### src/rtl/ethii_tx_arbiter_if.sv
// Header + AXI-Stream payload bundle for one or more Ethernet-II TX clients.
// N lanes side by side; lane i sits at [48*i+:48] / [DATA_W*i+:DATA_W].
interface ethii_tx_arbiter_if #(
   parameter int N      = 1,
   parameter int DATA_W = 32
);
   localparam int KEEP_W = DATA_W / 8;

   logic [N*48-1:0]     hdr_dest;
   logic [N*48-1:0]     hdr_src;
   logic [N-1:0]        hdr_vld;
   logic [N-1:0]        hdr_rdy;
   logic [N*DATA_W-1:0] tdata;
   logic [N*KEEP_W-1:0] tkeep;
   logic [N-1:0]        tvld;
   logic [N-1:0]        tlast;
   logic [N-1:0]        trdy;

   modport master (
      output hdr_dest, hdr_src, hdr_vld,
      output tdata, tkeep, tvld, tlast,
      input  hdr_rdy, trdy
   );

   modport slave (
      input  hdr_dest, hdr_src, hdr_vld,
      input  tdata, tkeep, tvld, tlast,
      output hdr_rdy, trdy
   );
endinterface

### src/rtl/ethii_tx_arbiter.sv
// Packet-granular round-robin arbiter sharing one Ethernet-II packer
// among N_SRC clients; header and payload are muxed combinationally.
module ethii_tx_arbiter #(
   parameter int N_SRC  = 2,
   parameter int DATA_W = 32
) (
   input  logic               clk,
   input  logic               reset_n,
   ethii_tx_arbiter_if.slave  s,
   ethii_tx_arbiter_if.master m,
   output logic [N_SRC-1:0]   grant_o
);
   localparam int KEEP_W = DATA_W / 8;
   localparam int PW     = $clog2(N_SRC);

   typedef enum logic {IDLE, XFER} state_t;

   state_t           state, state_nxt;
   logic [N_SRC-1:0] grant_nxt;
   logic [PW-1:0]    rr_ptr, rr_nxt;
   logic             hdr_done, hdr_done_nxt;
   logic [PW-1:0]    pick, cand;
   logic             found;
   logic             hdr_hs, last_hs, frame_end;

   function automatic logic [PW-1:0] wrap(input int v);
      return PW'(v % N_SRC);
   endfunction

   // First header requester at or after rr_ptr, cyclically.
   always_comb begin : pick_c
      found = 1'b0;
      pick  = '0;
      cand  = '0;
      for (int k = N_SRC - 1; k >= 0; k--) begin
         cand = wrap(int'(rr_ptr) + k);
         if (s.hdr_vld[cand]) begin
            found = 1'b1;
            pick  = cand;
         end
      end
   end

   always_comb begin : mux_c
      m.hdr_dest = '0;
      m.hdr_src  = '0;
      m.hdr_vld  = 1'b0;
      m.tdata    = '0;
      m.tkeep    = '0;
      m.tvld     = 1'b0;
      m.tlast    = 1'b0;
      s.hdr_rdy  = '0;
      s.trdy     = '0;
      if (state == XFER) begin
         for (int i = 0; i < N_SRC; i++) begin
            if (grant_o[i]) begin
               m.hdr_dest   = s.hdr_dest[48*i +: 48];
               m.hdr_src    = s.hdr_src[48*i +: 48];
               m.hdr_vld    = s.hdr_vld[i] & ~hdr_done;
               m.tdata      = s.tdata[DATA_W*i +: DATA_W];
               m.tkeep      = s.tkeep[KEEP_W*i +: KEEP_W];
               m.tvld       = s.tvld[i];
               m.tlast      = s.tlast[i];
               s.hdr_rdy[i] = m.hdr_rdy & ~hdr_done;
               s.trdy[i]    = m.trdy;
            end
         end
      end
   end

   assign hdr_hs    = m.hdr_vld & m.hdr_rdy;
   assign last_hs   = m.tvld & m.trdy & m.tlast;
   // Header and tlast may complete in either order or together.
   assign frame_end = (hdr_done | hdr_hs) & last_hs;

   always_comb begin : fsm_c
      state_nxt    = state;
      grant_nxt    = grant_o;
      rr_nxt       = rr_ptr;
      hdr_done_nxt = hdr_done;
      unique case (state)
         IDLE: begin
            if (found) begin
               state_nxt    = XFER;
               grant_nxt    = N_SRC'(1) << pick;
               hdr_done_nxt = 1'b0;
            end
         end
         XFER: begin
            if (hdr_hs) hdr_done_nxt = 1'b1;
            if (frame_end) begin
               state_nxt    = IDLE;
               grant_nxt    = '0;
               hdr_done_nxt = 1'b0;
               for (int i = 0; i < N_SRC; i++) begin
                  if (grant_o[i]) rr_nxt = wrap(i + 1);
               end
            end
         end
      endcase
   end

   always_ff @(posedge clk or negedge reset_n) begin
      if (!reset_n) begin
         state    <= IDLE;
         grant_o  <= '0;
         rr_ptr   <= '0;
         hdr_done <= 1'b0;
      end else begin
         state    <= state_nxt;
         grant_o  <= grant_nxt;
         rr_ptr   <= rr_nxt;
         hdr_done <= hdr_done_nxt;
      end
   end
endmodule

### src/flat_wrapper.sv
// flat-port wrapper written by rule: the top's interface ports become plain ports
module ethii_tx_arbiter_flat 
#(
   parameter int N_SRC  = 2,
   parameter int DATA_W = 32
)
  (clk, reset_n, grant_o, s_hdr_dest, s_hdr_src, s_hdr_vld, s_tdata, s_tkeep, s_tvld, s_tlast, s_hdr_rdy, s_trdy, m_hdr_dest, m_hdr_src, m_hdr_vld, m_tdata, m_tkeep, m_tvld, m_tlast, m_hdr_rdy, m_trdy);
  ethii_tx_arbiter_if #(.N(2), .DATA_W(DATA_W)) s_i ();
  ethii_tx_arbiter_if #(.N(1), .DATA_W(DATA_W)) m_i ();
  input  logic clk;
  input  logic reset_n;
  output logic [N_SRC-1:0] grant_o;
  input wire logic [$bits(s_i.hdr_dest)-1:0] s_hdr_dest;
  input wire logic [$bits(s_i.hdr_src)-1:0] s_hdr_src;
  input wire logic [$bits(s_i.hdr_vld)-1:0] s_hdr_vld;
  input wire logic [$bits(s_i.tdata)-1:0] s_tdata;
  input wire logic [$bits(s_i.tkeep)-1:0] s_tkeep;
  input wire logic [$bits(s_i.tvld)-1:0] s_tvld;
  input wire logic [$bits(s_i.tlast)-1:0] s_tlast;
  output wire logic [$bits(s_i.hdr_rdy)-1:0] s_hdr_rdy;
  output wire logic [$bits(s_i.trdy)-1:0] s_trdy;
  output wire logic [$bits(m_i.hdr_dest)-1:0] m_hdr_dest;
  output wire logic [$bits(m_i.hdr_src)-1:0] m_hdr_src;
  output wire logic [$bits(m_i.hdr_vld)-1:0] m_hdr_vld;
  output wire logic [$bits(m_i.tdata)-1:0] m_tdata;
  output wire logic [$bits(m_i.tkeep)-1:0] m_tkeep;
  output wire logic [$bits(m_i.tvld)-1:0] m_tvld;
  output wire logic [$bits(m_i.tlast)-1:0] m_tlast;
  input wire logic [$bits(m_i.hdr_rdy)-1:0] m_hdr_rdy;
  input wire logic [$bits(m_i.trdy)-1:0] m_trdy;
  assign s_i.hdr_dest = s_hdr_dest;
  assign s_i.hdr_src = s_hdr_src;
  assign s_i.hdr_vld = s_hdr_vld;
  assign s_i.tdata = s_tdata;
  assign s_i.tkeep = s_tkeep;
  assign s_i.tvld = s_tvld;
  assign s_i.tlast = s_tlast;
  assign s_hdr_rdy = s_i.hdr_rdy;
  assign s_trdy = s_i.trdy;
  assign m_hdr_dest = m_i.hdr_dest;
  assign m_hdr_src = m_i.hdr_src;
  assign m_hdr_vld = m_i.hdr_vld;
  assign m_tdata = m_i.tdata;
  assign m_tkeep = m_i.tkeep;
  assign m_tvld = m_i.tvld;
  assign m_tlast = m_i.tlast;
  assign m_i.hdr_rdy = m_hdr_rdy;
  assign m_i.trdy = m_trdy;
  ethii_tx_arbiter #(.N_SRC(N_SRC), .DATA_W(DATA_W)) u_core (.clk(clk), .reset_n(reset_n), .s(s_i), .m(m_i), .grant_o(grant_o));
endmodule
### config.mk
export PLATFORM = sky130hd
export DESIGN_NAME = ethii_tx_arbiter_flat
export DESIGN_NICKNAME = d
export VERILOG_FILES = /design/src/rtl/ethii_tx_arbiter_if.sv /design/src/rtl/ethii_tx_arbiter.sv /design/src/flat_wrapper.sv
export SDC_FILE = /design/constraint.sdc
export NUM_CORES = 1
export LEC_CHECK = 0
export ABC_CLOCK_PERIOD_IN_PS = 3900
export CORE_AREA = 4 4 157 159
export CTS_CLUSTER_DIAMETER = 200
export DETAILED_ROUTE_END_ITERATION = 10
export DIE_AREA = 0 0 161 163
export MAX_ROUTING_LAYER = met4
export PLACE_DENSITY_LB_ADDON = 0.12
export SLEW_MARGIN = 20
export SYNTH_ARGS = -nofsm -noshare
export SYNTH_HDL_FRONTEND = slang
export SYNTH_SLANG_ARGS = --single-unit
### constraint.sdc
create_clock -name clk -period 3.9 [get_ports clk]
set_input_delay 0.78 -clock clk [delete_from_list [all_inputs] [get_ports clk]]
set_output_delay 0.78 -clock clk [all_outputs]
set_load 0.005 [all_outputs]
# Word-level counts from Yosys, hierarchy flattened

Cells that the tools add are included.

Add/sub/neg operators: 1
Magnitude comparators: 2
Equal/unequal tests: 3
Shifts and indexed selects: 1
Muxes and demuxes: 47
Bitwise gates (word level): 10
Reduce and logical (&&, ||, !) cells: 4

Operators by type and width:

| operator                                                                     | count |
|---|---|
| 48-bit 2-to-1 mux                                                            | 6 |
| 32-bit 2-to-1 mux                                                            | 3 |
| 1-bit 2-to-1 mux                                                             | 28 |
| 4-bit 2-to-1 mux                                                             | 3 |
| 2-bit 2-to-1 mux                                                             | 4 |
| 1-bit AND                                                                    | 7 |
| 1-bit by 2-bit less-than comparator with 1-bit output, second input constant | 2 |
| 1-bit one-hot mux with 2 select lines                                        | 2 |
| 2-bit one-hot mux with 2 select lines                                        | 1 |
| 2-bit AND reduction                                                          | 2 |
| 3-bit != test, second input constant                                         | 1 |
| 3-bit AND reduction                                                          | 1 |
| 2-bit by 1-bit != test with 1-bit output, second input constant              | 1 |
| 2-bit != test, second input constant                                         | 1 |
| 1-bit NOT                                                                    | 2 |
| 2-bit nonzero test                                                           | 1 |
| 1-bit by 1-bit << shifter with 2-bit output, first input constant            | 1 |
| 1-bit adder, second input constant                                           | 1 |
| 1-bit bitwise OR                                                             | 1 |

Register bits after elaboration: 5
Input port bits: 274
Output and inout bits: 141
Word-level logic and storage cells: 72

# Logic depth before layout (Yosys ltp)

Depth in word-level cells: 10
Gate-level depth with buffers: 5
Gate-level depth less buffers: 4

# Worst setup path before layout

OpenSTA, ideal clock, no wires.

Kind: flip-flop to output port
From: register u_core.grant_o[0]
To: output m_hdr_dest[0]
Data arrival time: 1.227 ns
Data required time: 3.120 ns
Slack: 1.893 ns
Cell stages (with the launch flop): 6
Buffers on the path: 3
Cells stage by stage: dfrtp_1 > and3b_1 > buf_4 > buf_2 > buf_4 > a22o_1

Word-level cells in the longest chain between the ends: 3

Ends and longest elaborated chain:

| element                        | line                    | text |
|---|---|---|
| start: declaration             | ethii_tx_arbiter.sv:11  | `output logic [N_SRC-1:0] grant_o` |
| start signal: assignment       | ethii_tx_arbiter.sv:111 | `grant_o <= grant_nxt;` |
| 48-bit 2-to-1 mux (2 in a row) | ethii_tx_arbiter.sv:56  | `if (grant_o[i]) begin` |
| 48-bit 2-to-1 mux              | ethii_tx_arbiter.sv:54  | `if (state == XFER) begin` |
| end: declaration               | flat_wrapper.sv:22      | `output wire logic [$bits(m_i.hdr_dest)-1:0] m_hdr_dest;` |

Every way passes these cells.

# Worst setup path in the final report

From: register u_core.grant_o[1]
To: output m_hdr_dest[20]

Word-level cells in the longest chain between the ends: 2

Ends and longest elaborated chain:

| element           | line |
|---|---|
| 48-bit 2-to-1 mux | ethii_tx_arbiter.sv:56 |
| 48-bit 2-to-1 mux | ethii_tx_arbiter.sv:54 |

Every way passes these cells.

==> flow_summary.yaml <==
run_status:
  status: "finished, final reports clean"
setup_path:
  worst_path_max_delay_cell: "dfrtp_1"
  cp.arrival_ns: 2.50
  r2r_end: "u_core.grant_o[1]$_DFFE_PN0P_"
  crit_type: "reg2out"
  crit_family: "buffers and inverters"
  crit_buf_inv: 2
  worstRegToRegCells: 5
  rrSetupSlack_ns: 1.72
  cp-end-kind: "output port"
  reg2reg_from: "u_core.grant_o[1]$_DFFE_PN0P_"
  max_stage_delay_ns: 0.58
  worstSetupStartpointType: "flip-flop"
  cp.required_ns: 3.12
  cp_cell_sequence: "and2_4 > buf_4 > a22o_1 > clkdlybuf4s50_1"
  crit_path_max_fanout: 34
global_routing:
  grtUsageTotal_pct: 11.0
  first_global_vias: 3829
  grt_pass1_wl_um: 22300
  grt_max_degree: 98
  grt-ovfl-total: 0
  grt_antenna_before_repair: 0
floorplanning:
  die_w_um: 161
  std_cell_rows: 56
  die_area_um2: 26200
  ios: 415
  die_h_um: 163
  initial_core_util_pct: 7.34
  core_um2: 23300
sta:
  relSlewSlack_pct: 68.0
  fmax_mhz: 305
  rsz0062_at_grt: "false"
  setup_viol: 0
  clock_skew_ns: 0.000572
  fin_tns_setup_ns: 0
  whs_ns: 0.542
  finalCritPeriodShare_pct: 84.0
  tightest_slew_ns: 0.479
  min_period_ns: 3.28
  timing_hold_violations_final: 0
  slew_viol_final: 0
clock_network:
  cts_made_buffers: 3
  ctsHoldBuffers: 0
  post_cts_resized: 0
  post_cts_buffers: 0
  clkSlewWorstSetupHoldPaths_ns: 0.03
  insertion_delay_ns: 0.22
  tritoncts: "yes"
  clock-sinks: 5
  cts_htree_levels: 1
  clock-root-buffer: "clkbuf_16"
  cts_buffer_depth: 2
detailed_routing:
  ant_nets: 0
  vias_per_cell: 3.83
  wire_per_inst_um: 17.3
  vias: 3497
  drt_iter0_drc: 105
  dr.pass1.iters: 4
  post-route-drc-count: 0
  routed_wl_um: 15800
layout:
  area_growth_pct: 264
  nFillCells: 2504
  n_antenna_cell: 0
  layout-drive-gt1-share_pct: 2.02
  fin_nets: 870
pwr:
  ir_worst_vdd_v: 0.000193
  p_switching_uw: 1110
  clockPowerShare_pct: 5.3
  power.density_nw_per_um2: 501
  combinationalPowerShare_pct: 91.1
  p_int_uw: 2000
  p_seq_share_pct: 3.6
  power_leakage_uw: 0.00229
  switching_share_pct: 35.8
job:
  cap_viol_max_count: 0
worst_hold_path:
  holdPathStages: 2
  hold_path_class: "reg2reg"
  min_from: "u_core.rr_ptr$_DFFE_PN0P_"
  min_to: "u_core.rr_ptr$_DFFE_PN0P_"
synthesis:
  synth_warnings: 0
  seq_area_frac_synth_pct: 7.33
  syn_inst: 205
  syn_area_um2: 1710
  syn-num-nets: 479
  synth.distinct_cells: 28
  ys_ff_latch: 5
  syn_area_per_cell_um2: 8.33
placed_design:
  place_hpwl_um: 13600
  io_buffers: 414
  gp_congestion: 0.801
-- power by group through the flow --
stage                     registers, uW  logic (uW)  clock network, uW
after CTS                           114        2910                170
final                               112        2830                166
after floorplan                    87.6        1160                  0
after detailed placement            114        2890                  0
after global routing                119        3050                175
after global placement              115        2910                  0
-- worst register-to-register path: cells and delay by family, from the launching register on --
family | cells | cell delay [ns]
buffers and inverters | 1 | 0.34
AND/OR/NAND/NOR | 2 | 0.60
flip-flops | 1 | 0.58
AO/OA/AOI/OAI | 2 | 0.56
-- through the flow --
step                      worst slack, ns  instance area [um2]  std cells  utilization (%)  total power [uW]
after CTS                           0.582                 6210        914             26.7              3190
final                               0.623                 6210        914             26.7              3110
after detailed placement            0.812                 6130        910             26.4              3010
after global routing                0.442                 6210        914             26.7              3340
after global placement              0.775                 6130        910             26.4              3020
after floorplan                      1.89                 1710        205                -              1250
-- placed cells by master, fill, tap and decap left out --
cell,n
a211oi_1,1
a21boi_0,1
a21boi_1,1
a22o_1,132
a22oi_1,1
a31o_1,1
a31o_4,1
a32o_2,1
a41o_1,1
and2_1,1
and2_4,1
and3_1,2
and3b_4,1
buf_12,2
buf_4,2
clkbuf_1,1
clkbuf_16,3
clkdlybuf4s50_1,414
dfrtp_1,5
inv_1,3
mux2i_1,1
nand2_1,5
nand2b_1,1
nand3b_1,1
nand4_4,1
nor2_1,5
nor2b_1,2
nor3b_1,1
o21ai_0,1
o21ai_1,1
o31a_1,1
-- cell families (layout without fill, tap and decap cells) --
logic type / Yosys count / in the layout / synth area share [%]
AOI/OAI and AO/OA: 143 / 143 / 73.4
buffers and inverters: 35 / 425 / 11.3
DFF: 5 / 5 / 7.33
muxes: 1 / 1 / 0.587
and+or+nand+nor: 21 / 21 / 7.41
-- metal layers --
layer / up-vias / track usage [%] / routed length [um]
li1: 1652 / - / -
met1: 1594 / 10.8 / 5400
met2: 239 / 21.4 / 8420
met3: 12 / 3.49 / 1730
met4: 0 / 1.78 / 223
met5: - / - / 0
-- area by class of cell --
class                           instances  area [um2]  area share, %
Clock buffer                            4        78.8           1.27
Inverter                                3        11.3          0.181
Multi-Input combinational cell        165        1400           22.5
Sequential cell                         5         125           2.02
Tap cell                              319         399           6.43
Timing Repair Buffer                  418        4200           67.6
-- sequential cells by signal, summed over array words and instances (netlist names) --
signal and flops:
u_core.grant_o 2, u_core.hdr_done 1, u_core.rr_ptr 1, u_core.state 1
-- worst max-delay path by stage --
| stage | start | end | slack [ns] | cells after the start |
|---|---|---|---|---|
| global placement | s_hdr_vld[0] | m_hdr_vld | 0.78 | 4 |
| detailed placement | s_hdr_vld[0] | m_hdr_vld | 0.81 | 4 |
| CTS | u_core.grant_o[1]$_DFFE_PN0P_ | m_hdr_dest[20] | 0.58 | 4 |
| global route | u_core.grant_o[1]$_DFFE_PN0P_ | m_hdr_dest[20] | 0.44 | 4 |
| floorplan | u_core.grant_o[0]$_DFFE_PN0P_ | m_hdr_dest[0] | 1.89 | 5 |
| finish | u_core.grant_o[1]$_DFFE_PN0P_ | m_hdr_dest[20] | 0.62 | 4 |
-- cells in the mapped netlist (all sizes together) --
| master | count | area share (%) |
|---|---|---|
| a211oi | 1 | 0.44 |
| a21boi | 2 | 0.88 |
| a22o | 132 | 68 |
| a22oi | 1 | 0.44 |
| a31o | 2 | 1.5 |
| a32o | 1 | 0.66 |
| a41o | 1 | 0.59 |
| and2 | 2 | 0.73 |
| and3 | 2 | 0.73 |
| and3b | 1 | 0.51 |
| buf | 31 | 10 |
| clkbuf | 1 | 0.22 |
| dfrtp | 5 | 7.3 |
| inv | 3 | 0.66 |
| mux2i | 1 | 0.59 |
| nand2 | 5 | 1.1 |
| nand2b | 1 | 0.37 |
| nand3b | 1 | 0.44 |
| nand4 | 1 | 1.2 |
| nor2 | 5 | 1.1 |
| nor2b | 2 | 0.73 |
| nor3b | 1 | 0.44 |
| o21ai | 2 | 0.59 |
| o31a | 1 | 0.51 |
Power figures use the tool's default switching activity.
